File: src/rtl/msx_ram_port_arbiter.sv
// +--------------------------------------------------------------------------+
// | msx_ram_port_arbiter: shares one 8-bit RAM port between CPU, flash       |
// | emulation and block loader.                         Revision: 1.0        |
// +--------------------------------------------------------------------------+
`default_nettype none

module msx_ram_port_arbiter #(
  parameter int AW        = 27,
  parameter int CPU_BURST = 4,
  parameter int TIMEOUT   = 255
) (
  input  logic          clk,
  input  logic          reset_n,
  input  logic          p0_req,
  input  logic [AW-1:0] p0_addr,
  input  logic [7:0]    p0_din,
  input  logic          p0_rnw,
  output logic          p0_done,
  output logic [7:0]    p0_dout,
  input  logic          p1_req,
  input  logic [AW-1:0] p1_addr,
  input  logic [7:0]    p1_din,
  input  logic          p1_rnw,
  output logic          p1_done,
  output logic [7:0]    p1_dout,
  input  logic          p2_req,
  input  logic [AW-1:0] p2_addr,
  input  logic [7:0]    p2_din,
  input  logic          p2_rnw,
  output logic          p2_done,
  output logic [7:0]    p2_dout,
  output logic          mem_req,
  output logic [AW-1:0] mem_addr,
  output logic [7:0]    mem_din,
  output logic          mem_rnw,
  input  logic          mem_ack,
  input  logic          mem_done,
  input  logic [7:0]    mem_dout,
  output logic          timeout_err
);

  localparam int BW = $clog2(CPU_BURST + 2);

  typedef enum logic [1:0] {
    IDLE      = 2'd0,
    ISSUE     = 2'd1,
    WAIT_DONE = 2'd2
  } state_t;

  state_t          state, state_nx;
  logic [2:0]      grant_oh;
  logic [2:0]      sel_oh;
  logic            grant;
  logic            bg_pend;
  logic            force_bg;
  logic            finish;
  logic            abort;
  logic            rr_p2;
  logic [BW-1:0]   burst_cnt;
  logic [7:0]      tmo_cnt;
  logic [AW-1:0]   grant_addr;
  logic [7:0]      grant_din;
  logic            grant_rnw;
  logic [2:0]      done;
  logic [7:0]      dout [3];

  always_comb begin
    state_nx   = state;
    grant      = 1'b0;
    grant_oh   = 3'b000;
    bg_pend    = p1_req | p2_req;
    force_bg   = bg_pend && (burst_cnt == BW'(CPU_BURST));
    finish     = ((state == ISSUE) && mem_ack && mem_done) ||
                 ((state == WAIT_DONE) && mem_done);
    abort      = !finish && (state != IDLE) && (tmo_cnt == 8'(TIMEOUT - 1));
    case (state)
      IDLE: begin
        if (p0_req && !force_bg) begin
          grant    = 1'b1;
          grant_oh = 3'b001;
        end else if (bg_pend) begin
          grant = 1'b1;
          // Round-robin: pointer names the background port preferred next
          if (rr_p2) grant_oh = p2_req ? 3'b100 : 3'b010;
          else       grant_oh = p1_req ? 3'b010 : 3'b100;
        end
        if (grant) state_nx = ISSUE;
      end
      ISSUE: begin
        if (finish || abort) state_nx = IDLE;
        else if (mem_ack)    state_nx = WAIT_DONE;
      end
      WAIT_DONE: begin
        if (finish || abort) state_nx = IDLE;
      end
      default: state_nx = IDLE;
    endcase
    grant_addr = grant_oh[0] ? p0_addr : (grant_oh[1] ? p1_addr : p2_addr);
    grant_din  = grant_oh[0] ? p0_din  : (grant_oh[1] ? p1_din  : p2_din);
    grant_rnw  = grant_oh[0] ? p0_rnw  : (grant_oh[1] ? p1_rnw  : p2_rnw);
  end

  always_ff @(posedge clk or negedge reset_n) begin
    if (!reset_n) state <= IDLE;
    else          state <= state_nx;
  end

  always_ff @(posedge clk or negedge reset_n) begin
    if (!reset_n) begin
      sel_oh      <= 3'b000;
      mem_req     <= 1'b0;
      mem_addr    <= '0;
      mem_din     <= 8'h00;
      mem_rnw     <= 1'b1;
      tmo_cnt     <= 8'd0;
      burst_cnt   <= '0;
      rr_p2       <= 1'b0;
      done        <= 3'b000;
      timeout_err <= 1'b0;
      for (int i = 0; i < 3; i++) dout[i] <= 8'hFF;
    end else begin
      done <= 3'b000;
      if (grant) begin
        sel_oh   <= grant_oh;
        mem_req  <= 1'b1;
        mem_addr <= grant_addr;
        mem_din  <= grant_din;
        mem_rnw  <= grant_rnw;
        // Counts the ISSUE entry cycle, so the abort lands TIMEOUT cycles after the grant decision
        tmo_cnt  <= 8'd1;
        if (grant_oh[0]) begin
          burst_cnt <= bg_pend ? burst_cnt + 1'b1 : '0;
        end else begin
          burst_cnt <= '0;
          rr_p2     <= grant_oh[1];
        end
      end else begin
        if (!bg_pend) burst_cnt <= '0;
        tmo_cnt <= (state != IDLE) ? tmo_cnt + 8'd1 : 8'd0;
      end
      if ((state == ISSUE) && (mem_ack || abort)) mem_req <= 1'b0;
      if (finish || abort) begin
        done <= sel_oh;
        for (int i = 0; i < 3; i++) begin
          if (sel_oh[i] && mem_rnw) dout[i] <= finish ? mem_dout : 8'hFF;
        end
        if (abort) timeout_err <= 1'b1;
      end
    end
  end

  assign p0_done = done[0];
  assign p1_done = done[1];
  assign p2_done = done[2];
  assign p0_dout = dout[0];
  assign p1_dout = dout[1];
  assign p2_dout = dout[2];

endmodule

`default_nettype wire

File: config.mk
export PLATFORM = sky130hd
export DESIGN_NAME = msx_ram_port_arbiter
export DESIGN_NICKNAME = d
export VERILOG_FILES = /design/src/rtl/msx_ram_port_arbiter.sv
export SDC_FILE = /design/constraint.sdc
export NUM_CORES = 1
export LEC_CHECK = 0
export CAP_MARGIN = 20
export CORE_MARGIN = 2
export CORE_UTILIZATION = 36
export DETAILED_ROUTE_END_ITERATION = 8
export PLACE_DENSITY = 0.73
export SLEW_MARGIN = 25
export SYNTH_ARGS = -nofsm -noshare
export SYNTH_HDL_FRONTEND = slang
export SYNTH_SLANG_ARGS = --single-unit
File: constraint.sdc
create_clock -name clk -period 1.5 [get_ports clk]
set_input_delay 0.225 -clock clk [delete_from_list [all_inputs] [get_ports clk]]
set_output_delay 0.225 -clock clk [all_outputs]
set_load 0.02 [all_outputs]
# Yosys cells after proc, flatten, opt, wreduce, memory -nomap -nowiden
# Index checks and enable logic that the tools add are counted.
[totals] output_inout_bits=65 input_bits=123 ff_bits=82 elab_cells=82
[classes] n_reduce_logical=25 addsub=2 n_mux=31 bitwise=2 n_eq_ne=8
[ops] op="27-bit two-way mux" count=2
[ops] op="8-bit two-way mux" count=5
[ops] op="3-bit two-way mux" count=11
[ops] op="1-bit logical AND" count=11
[ops] op="2-bit AND reduction" count=5
[ops] op="8-bit by 1-bit adder with 8-bit output (second input constant)" count=1
[ops] op="8-bit == test (second input constant)" count=1
[ops] op="1-bit two-way mux" count=8
[ops] op="2-bit two-way mux" count=4
[ops] op="2-bit case mux with 3 select lines" count=1
[ops] op="2-bit != test (second input constant)" count=2
[ops] op="2-bit nonzero test" count=2
[ops] op="3-bit by 1-bit adder with 3-bit output (second input constant)" count=1
[ops] op="3-bit == test (second input constant)" count=1
[ops] op="1-bit logical OR" count=3
[ops] op="3-bit by 2-bit != test with 1-bit output (second input constant)" count=1
[ops] op="3-bit AND reduction" count=1
[ops] op="2-bit by 1-bit == test with 1-bit output (second input constant)" count=1
[ops] op="2-bit == test (second input constant)" count=1
[ops] op="1-bit logical NOT" count=2
[ops] op="2-bit logical NOT" count=1
[ops] op="2-bit by 1-bit != test with 1-bit output (second input constant)" count=1
[ops] op="1-bit NOT" count=1
[ops] op="1-bit bitwise OR" count=1

# Depth between registers and ports, before layout
# Gate-level depths: netlist (run 1).
[logic_depth] depth_word=10 mapped_depth=7 mapped_depth_nobuf=6

# Worst setup path before layout (run 1)
# OpenSTA, ideal clock, no wires.
[synth_path] path_type="register -> register" from="register state[1]" to="register rr_p2" setup_ns=0.128 path_stages_with_launch=7 synth_period_minus_slack_ns=1.587 path_buffers=2 required_ns=1.372 path_slack_ns=-0.087 t_arrival_ns=1.460 path_cell_list="dfrtp_1 -> nor2_2 -> o21ai_2 -> or2_1 -> buf_4 -> buf_4 -> o2bb2ai_1"
[synth_between] elab_chain_len=4 elab_cells_between_ends=5 cone_classes="2 x mux; 1 x bitwise; 2 x reduce/logical"
[synth_rtl] element="from (decl)" line="50" source="state_t state, state_nx;"
[synth_rtl] element="from (signal assigned)" line="105" source="else state <= state_nx;"
[synth_rtl] element="2-bit logical NOT *" line="76" source="case (state)"
[synth_rtl] element="3-bit two-way mux" line="76"
[synth_rtl] element="1-bit NOT (no source line)"
[synth_rtl] element="2-bit AND reduction (no source line)"
[synth_rtl] element="to (signal assigned)" line="135" source="rr_p2 <= grant_oh[1];"
[synth_rtl] element="to (decl)" line="58" source="logic rr_p2;"
# Every way passes the cells marked *; elsewhere a longest branch is shown, timed or not.
# A chain may end at the register's enable or synchronous reset.

# Final worst setup path (run 1)
[layout_path] from="register state[0]" to="register mem_addr[8]"
[layout_between] elab_chain_len=4 elab_cells_between_ends=5 cone_classes="4 x mux; 1 x reduce/logical"
[layout_rtl] element="2-bit logical NOT *" line="76"
[layout_rtl] element="3-bit two-way mux" line="76"
[layout_rtl] element="27-bit two-way mux (2 in series)" line="98" source="grant_addr = grant_oh[0] ? p0_addr : (grant_oh[1] ? p1_addr : p2_addr);"
[layout_rtl] element="to (signal assigned)" line="126" source="mem_addr <= grant_addr;"
[layout_rtl] element="to (decl)" line="33" source="output logic [AW-1:0] mem_addr,"
# Marks and branches as above.

==> results of run 1 <==
## registers in the layout (all words and copies together) (netlist names)
register / count
burst_cnt: 3
done: 3
mem_addr: 27
mem_din: 8
mem_req: 1
mem_rnw: 1
p0_dout: 8
p1_dout: 8
p2_dout: 8
rr_p2: 1
sel_oh: 3
state: 2
timeout_err: 1
tmo_cnt: 8
## synthesized netlist by cell type (2+ instances only)
master and instances:
dfrtp_1 57, o21ai_1 39, mux2i_1 37, a22oi_1 36
dfstp_2 25, o22a_1 24, nor2_1 11, buf_2 8
nand3_1 8, inv_1 7, nand2_1 6, buf_4 5
xor2_1 5, clkbuf_1 4, ha_1 4, or2_1 4
a21oi_1 3, and2_1 3, nor2b_1 3, o211a_4 3
a21o_1 2, and4_1 2, o21ai_0 2
## critical path: stages, from the launching register on
cell and delay (ps):
dfrtp_2 450, or2_4 290, a311oi_4 220, buf_6 170
clkbuf_16 170, a22oi_1 70, o21ai_1 90
## final cells by class
type	instances	area [sq um]	share of cell area
Clock buffer	9	124	0.0195
Clock inverter	7	50.0	0.00788
Inverter	7	26.3	0.00414
Multi-Input combinational cell	207	1640	0.258
Sequential cell	82	2090	0.328
Tap cell	136	170	0.0268
Timing Repair Buffer	230	2260	0.356
## logic make-up (layout without fill, tap and decap cells)
family,Yosys count,after routing
muxes,37,37
buffers and inverters,25,253
DFF,82,82
xor gates and xnor gates,6,6
AOI/OAI and AO/OA,116,116
and+or+nand+nor,44,44
adders and majority gates,4,4
## power breakdown
group	total (uW)	internal, uW	switching (uW)	leakage (uW)
sequential	4040	3420	612	0.000978
clock	1460	616	840	0.0000952
combinational	6070	2940	3130	0.00188
total	11600	6980	4580	0.00295
## metal layers
layer | track usage | share of wire | up-vias
met3 | 0.0484 | 0.067 | 17
li1 | - | - | 1625
met2 | 0.369 | 0.51 | 139
met4 | 0.0630 | 0.016 | 0
met1 | 0.240 | 0.40 | 1659
met5 | 0 | 0 | -
## metrics by stage
step	setup WS, ps	TNS (ps)	total power, uW	instance area [sq um]
after global routing	-87.6	-1920	12300	6350
after CTS	-34.1	-186	11500	6250
final	-28.9	-149	11600	6350
after floorplan	-85.3	-2540	7250	3780
after global placement	-379	-21760	10300	6110
after detailed placement	-395	-22950	10500	6110
## worst paths after layout
check | start | endpoint | slack, ps
worst min register to register | timeout_err | timeout_err | 460
min in group clk | timeout_err | timeout_err | 460
worst max register to register | state[0] | mem_addr[8] | -30
max in group asynchronous | reset_n | mem_rnw | 710
worst min-delay path | reset_n | timeout_err | 440
worst max-delay path | state[0] | mem_addr[8] | -30
## what timing repair did
item,4_1_cts,5_1_grt
hold buffers,1,0
pin swaps,1,6
buffers inserted,0,3
cloned,0,1
endpoints found under the setup margin,133,69
gates resized for setup,76,18
endpoints found under the hold margin,57,0
==> flow_results.org, run 1 <==
** Clocking
- Clock Latency Late Sink :: 360 ps
- Clock-pin slew on the worst setup and hold paths :: 80 ps
- CTS placed an instance of clkbuf_8 at the clock tree root.
- Clock tree from TritonCTS :: built
- In this run the deepest clock path goes through 2 buffers.
- Inserted Clock Buffers :: 9
- H-tree level count :: 3
- Clock tree synthesis found a total of 82 sinks.

** Power
- Worst-case vdd ir drop :: 0.729 mV
- Pleak :: 0.00295 uW
- Dividing total power by cell area gives a power density of 1820 nW/um^2.

** GRT
- The first global-routing pass estimated 18200 um of wire.
- Overall fraction of global-route tracks in use :: 0.205
- Leftover overflow at the end of global routing :: 0
- Vias in the first global route :: 3662
- Largest net degree at the start of global routing :: 83
- Initial antenna violation count :: 0

** Setup path
- At the worst endpoint, the arrival time is 1800 ps.
- Maximum net fanout on the critical path :: 13
- The worst setup path is of the register to register kind.
- STA classifies the critical path endpoint as a register.
- Measured in cells, the most critical reg-to-reg path has a length of 6.
- WP data required :: 1780 ps
- STA classifies the critical path startpoint as a register.

** Floorplan
- Die area :: 11300 sq um
- Number of placement rows :: 37
- Measured along the x axis, the die boundary spans 106 um.
- I/O pin cnt :: 188
- Standard cell core area :: 10200 sq um
- DIE HEIGHT :: 106 um
- Initial core utilization :: 0.367

** Cells and area
- Number of fill cells :: 868
- In the final layout, the share of cells above drive strength 1 is 0.196.
- The repair_antennas step left the layout with diodes totalling 0.
- The library cell used most frequently in the layout, excluding fill and tap cells, is clkdlybuf4s50_1.
- Leading cell types in the layout, fill and taps excluded :: clkdlybuf4s50_1, dlygate4sd2_1, dfrtp_1, o21ai_1, mux2i_1
- P&R area growth vs syn :: 69.2%
- For this run, the number of standard cells in the final layout without fillers is 678.
- Post-layout util :: 0.621
- The final layout contains 664 nets.

** Yosys
- After synthesis, the mean cell area works out to 12.0 sq um.
- Sorting the synthesized cells by area gives the leading types as dfrtp_1, dfstp_2, mux2i_1.
- Post-Syn Instances :: 314
- Netlist cell types :: 39
- After synthesis the cells add up to 3750 sq um.
- Synthesis-stage register bit count :: 82
- Dominant combinational cell family by area after synthesis :: compound AO/OA/AOI/OAI gates
- Cell type with the largest total area after synthesis :: dfrtp_1
- Parity-gate share of the synthesized area counting xor and xnor cells :: 0.0140
- Sequential area share after synthesis :: 0.555
- For this run, the leading register cell type out of synthesis is dfrtp_1.
- The fraction of the mapped netlist area in compound gates came to 0.223.
- YS warnings :: 0
- The share of synthesized area in the top cell type comes to 0.380.
- Of the total synthesized cell area, the portion taken by full adders, half adders and majority gates is 0.0133.
- Mux cell area share after synthesis :: 0.0986
- Syn Nets :: 441
- Simple-gate area share of the yosys netlist :: 0.0613
- Number of flops mapped to enable cells by yosys :: 0
- For this run, asynchronously set or reset flops after synthesis account for 1.00.

** Placed design
- Once placement completed, the tool counted placed cells totaling 657.
- HPWL Detailed :: 8630 um
- Number of I/O port buffers :: 187
- The congestion estimate from routability-driven global placement came to 0.792.

** Route
- Pre-Repair DR Iteration Count :: 4
- Using the TritonRoute via totals, the vias-per-cell ratio works out to 5.07.
- Wires add up to 11300 um.
- For this run, design rule violations remaining after detail routing come to 0.
- Remaining number of nets flagged by the antenna check after routing :: 0
- Via count :: 3440
- Per-cell routed wire length :: 16.7 um
- Detailed Route Iter0 Violations :: 124

** STA
- Number of failing setup endpoints in the final timing report :: 14
- Once routing completed, OpenROAD measured the worst setup slack at -28.9 ps.
- Static timing analysis puts the maximum clock frequency at 654 MHz.
- Worst Clk Skew :: 14.0 ps
- Headroom to the max-slew limit :: 0.711
- The count of endpoints failing hold in the final timing report was 0.
- The total count of max-transition violations in the final report came to 0.
- The routed design could run at a clock period as short as 1530 ps.
- Final period utilization :: 1.02
- Setup repair after global routing could not meet its margin everywhere.
- Final hold slack :: 444 ps
- For the pin with the worst max-slew slack, the measured transition is 433 ps.

** Job
- Max-cap violations in this run came to 0.

** Run status
- Failing checks :: setup timing
- The flow ran to the end, but the final reports show violations.

** Min path
- The min-delay analysis places its worst path in the category primary input to asynchronous set/reset pin.
Note: power is estimated with default switching activity, not from simulation.
==> inputs of run 2 (changes only) <==
CTS_CLUSTER_DIAMETER = 150   (was default)
TNS_END_PERCENT = 10   (was default)
==> run 2 against run 1 <==
  * The flow still finishes with violations (setup timing)
  * Wire length rose by 1.1%
  * Worst setup slack got worse by 3.6 ps
  * Non-clock buffer count shrank 8
  * Power shrank 0.46%
  * Combinational power down 3%
  * Critical path depth is 1 lower
  * Fmax decreased by 0.23%
  * Sequential cell count stayed put
  * Sequential power barely moved
  * Global-route usage fell by 0.053 points
  * Critical endpoint is now p0_dout[0]
  * Largest cell class unchanged
  * Highest routed layer unchanged
==> flow_results.org, run 2 (synthesis gave the netlist of run 1 again) <==
** Run status
- Result of the run :: complete, but fails checks
- The checks that failed: setup timing.

** Setup path
- WP data required :: 1770 ps
- Worst Setup Start Kind :: register
- Data on the critical path arrives at its endpoint at 1810 ps.
- In this run the critical register-to-register path is launched from state[0].
- Reg-to-reg critical path endpoint :: p0_dout[0]
- Kind of end point of the critical path :: register
- Setup CP Type :: register to register
- The slowest stage of the critical path belongs to the cell dfrtp_1.
- For this run, the slowest stage of the critical path takes 410 ps.
- The worst register-to-register path has a depth of 5.
- Setup slack on the worst reg-to-reg path comes out at -30 ps.
- Cells along the critical path :: buf_4 -> and3b_1 -> o21a_4 -> o211a_4 -> o22a_1
- Along the worst path, the maximum fanout reaches 8.

** Clocking
- Root buffer selected by CTS :: clkbuf_8
- CTS sink count :: 82
- The number of clock buffers added by TritonCTS is 9.
- The H-tree was split into 3 levels.
- Max clock buf depth :: 2
- TritonCTS built the clock tree.
- Clock latency on the worst-skew pair, taken at its later pin, is 350 ps.
- After clock tree synthesis, the clock-pin slew on the worst setup and hold paths is 90 ps.

** Job
- Max-cap violation count :: 0

** STA
- Derived from the worst setup path, the maximum achievable clock frequency is 653 MHz.
- The worst pin sits at a relative slew slack of 0.718.
- Hold is met by 445 ps.
- Max-slew violation count :: 0
- On the final layout, the worst clock skew is 15.5 ps.
- Setup repair after global routing could not meet its margin everywhere.
- Hold violation count in the final report :: 0
- For the pin with the worst max-slew slack, the measured transition is 423 ps.
- Number of failing setup endpoints in the final timing report :: 11
- Setup slack on the critical path of the routed design comes to -32.5 ps.
- Counting I/O delays and the setup requirement, the final critical path takes 1530 ps.
- Final period utilization :: 1.02

** Power
- The share of total power dissipated in the clock network is 0.138.
- Proportion of power drawn by combinational gates :: 0.514
- Net switching power :: 4610 uW
- Switching part of the total :: 0.401
- The internal power of the cells totals 6890 uW.
- Of the total power, registers draw 0.349.
- Total power divided by cell area :: 1830 nW/um^2
- Across the VDD grid, the largest voltage drop is 0.817 mV.
- The analysis attributes to cell leakage a power of 0.00287 uW.

** GRT
- GR met3 Demand/Resource :: 0.0662
- After global routing the overflow that remains totals 0.
- Wire length of the first global-routing pass :: 18000 um
- Entering global routing, the biggest net connects 83 pins.
- The layer flagged by global routing as most heavily used is met2.
- Vias in the first global route :: 3616
- For this run, global-route usage on met1 was measured as 0.239.
- For this run, the total global-route usage over all layers was measured as 0.204.
- The initial antenna violation count was 0.
- Met2 capacity usage during global routing :: 0.367

** Cells and area
- Compared with the post-synthesis result, the final layout area differs by 67.1%.
- In the final design database the tool counted 656 nets.
- Most common cell after layout, fill and taps aside :: clkdlybuf4s50_1
- Number of fill cells :: 886
- Number of antenna repair diodes :: 0
- Max FFs per register :: 27
- Once layout is complete, the cells apart from fillers number 670.
- Largest register by flop count :: mem_addr
- The library cells used most frequently in the layout, excluding fill and tap cells, are clkdlybuf4s50_1, dlygate4sd2_1, dfrtp_1, o21ai_1, a22oi_1.
- In the final layout, the share of cells above drive strength 1 is 0.195.

** Floorplan
- For this configuration, the core starts out at a cell density of 0.367.
- DIE HEIGHT :: 106 um
- For this design the top-level I/O count stands at 188.
- Standard cell core area :: 10200 sq um
- Width of the die :: 106 um
- Row generation in the floorplan step produced 37 rows.
- The die covers 11300 sq um.

** Route
- Dividing the detail-routed via count by the number of cells gives 5.08.
- Total DRC errors in the routed layout :: 0
- Remaining number of nets flagged by the antenna check after routing :: 0
- Pre-Repair DR Iteration Count :: 4
- The final layout contains routed wiring with a total length of 11500 um.
- Dividing the detail-routed wire length by the instance count gives 17.1 um.
- In this run, the number of DRC markers left after iteration 0 of detailed routing was 108.
- Via count :: 3405

** Placed design
- GP Congestion :: 0.824
- Number of I/O port buffers :: 187
- Summed over all nets, the half-perimeter wirelength after detailed placement is 8550 um.
- Count of placed standard cells including taps :: 652

** Min path
- Worst min-delay path category :: primary input to asynchronous set/reset pin
run 2: stage by stage:
step	setup TNS, ps	total power, uW	util	instance area [sq um]	setup slack (ps)
2_1_floorplan	-3530	7250	-	3780	-85.3
3_3_place_gp	-20630	10200	0.589	6030	-383
3_5_place_dp	-23600	10400	0.589	6030	-400
4_1_cts	-157	11500	0.605	6190	-29.2
5_1_grt	-2150	12200	0.613	6270	-70.0
6_report	-130	11500	0.613	6270	-32.5
run 2: layer usage:
metal | routed length, um | vias up
li1 | - | 1609
met1 | 4560 | 1640
met2 | 5960 | 144
met3 | 814 | 12
met4 | 121 | 0
met5 | 0 | -
run 2: worst max path at each step:
| stage | start | to | slack, ps | cells after the start |
|---|---|---|---|---|
| after global placement | p1_req | burst_cnt[0] | -380 | 6 |
| after detailed placement | p1_req | mem_addr[22] | -400 | 6 |
| after floorplan | state[0] | p0_dout[0] | -90 | 6 |
| after global routing | state[0] | p0_dout[0] | -70 | 5 |
| final | state[0] | p0_dout[0] | -30 | 5 |
| after CTS | state[0] | mem_addr[23] | -30 | 6 |
run 2: area by class of cell:
class	instances	area [sq um]	share of cell area
clock inverters	5	45.0	0.00718
repair buffers	222	2130	0.340
clock buffers	11	151	0.0241
flip-flops and latches	82	2080	0.332
well taps	136	170	0.0271
inverters	7	26.3	0.00419
multi-input cells	207	1660	0.265
run 2: critical path, delay by kind of cell, from the launching register on:
kind | cells | cell delay (ps)
flops | 1 | 410
compound gates | 3 | 710
simple gates | 1 | 180
buf+inv | 1 | 150
run 2: power by group through the flow:
| stage | Sequential, uW | Clock (uW) | Combinational (uW) |
|---|---|---|---|
| after global routing | 4130 | 1730 | 6370 |
| after global placement | 4020 | 0 | 6160 |
| final | 4010 | 1580 | 5910 |
| after floorplan | 5070 | 0 | 2180 |
| after detailed placement | 4070 | 0 | 6310 |
| after CTS | 4000 | 1630 | 5820 |
run 2: timing repair:
action	4_1_cts	5_1_grt
gates cloned	0	0
pin swaps	2	6
hold endpoints to repair	57	0
resized for setup	79	22
hold buffers	1	0
buffers inserted	0	1
endpoints found under the setup margin	133	75
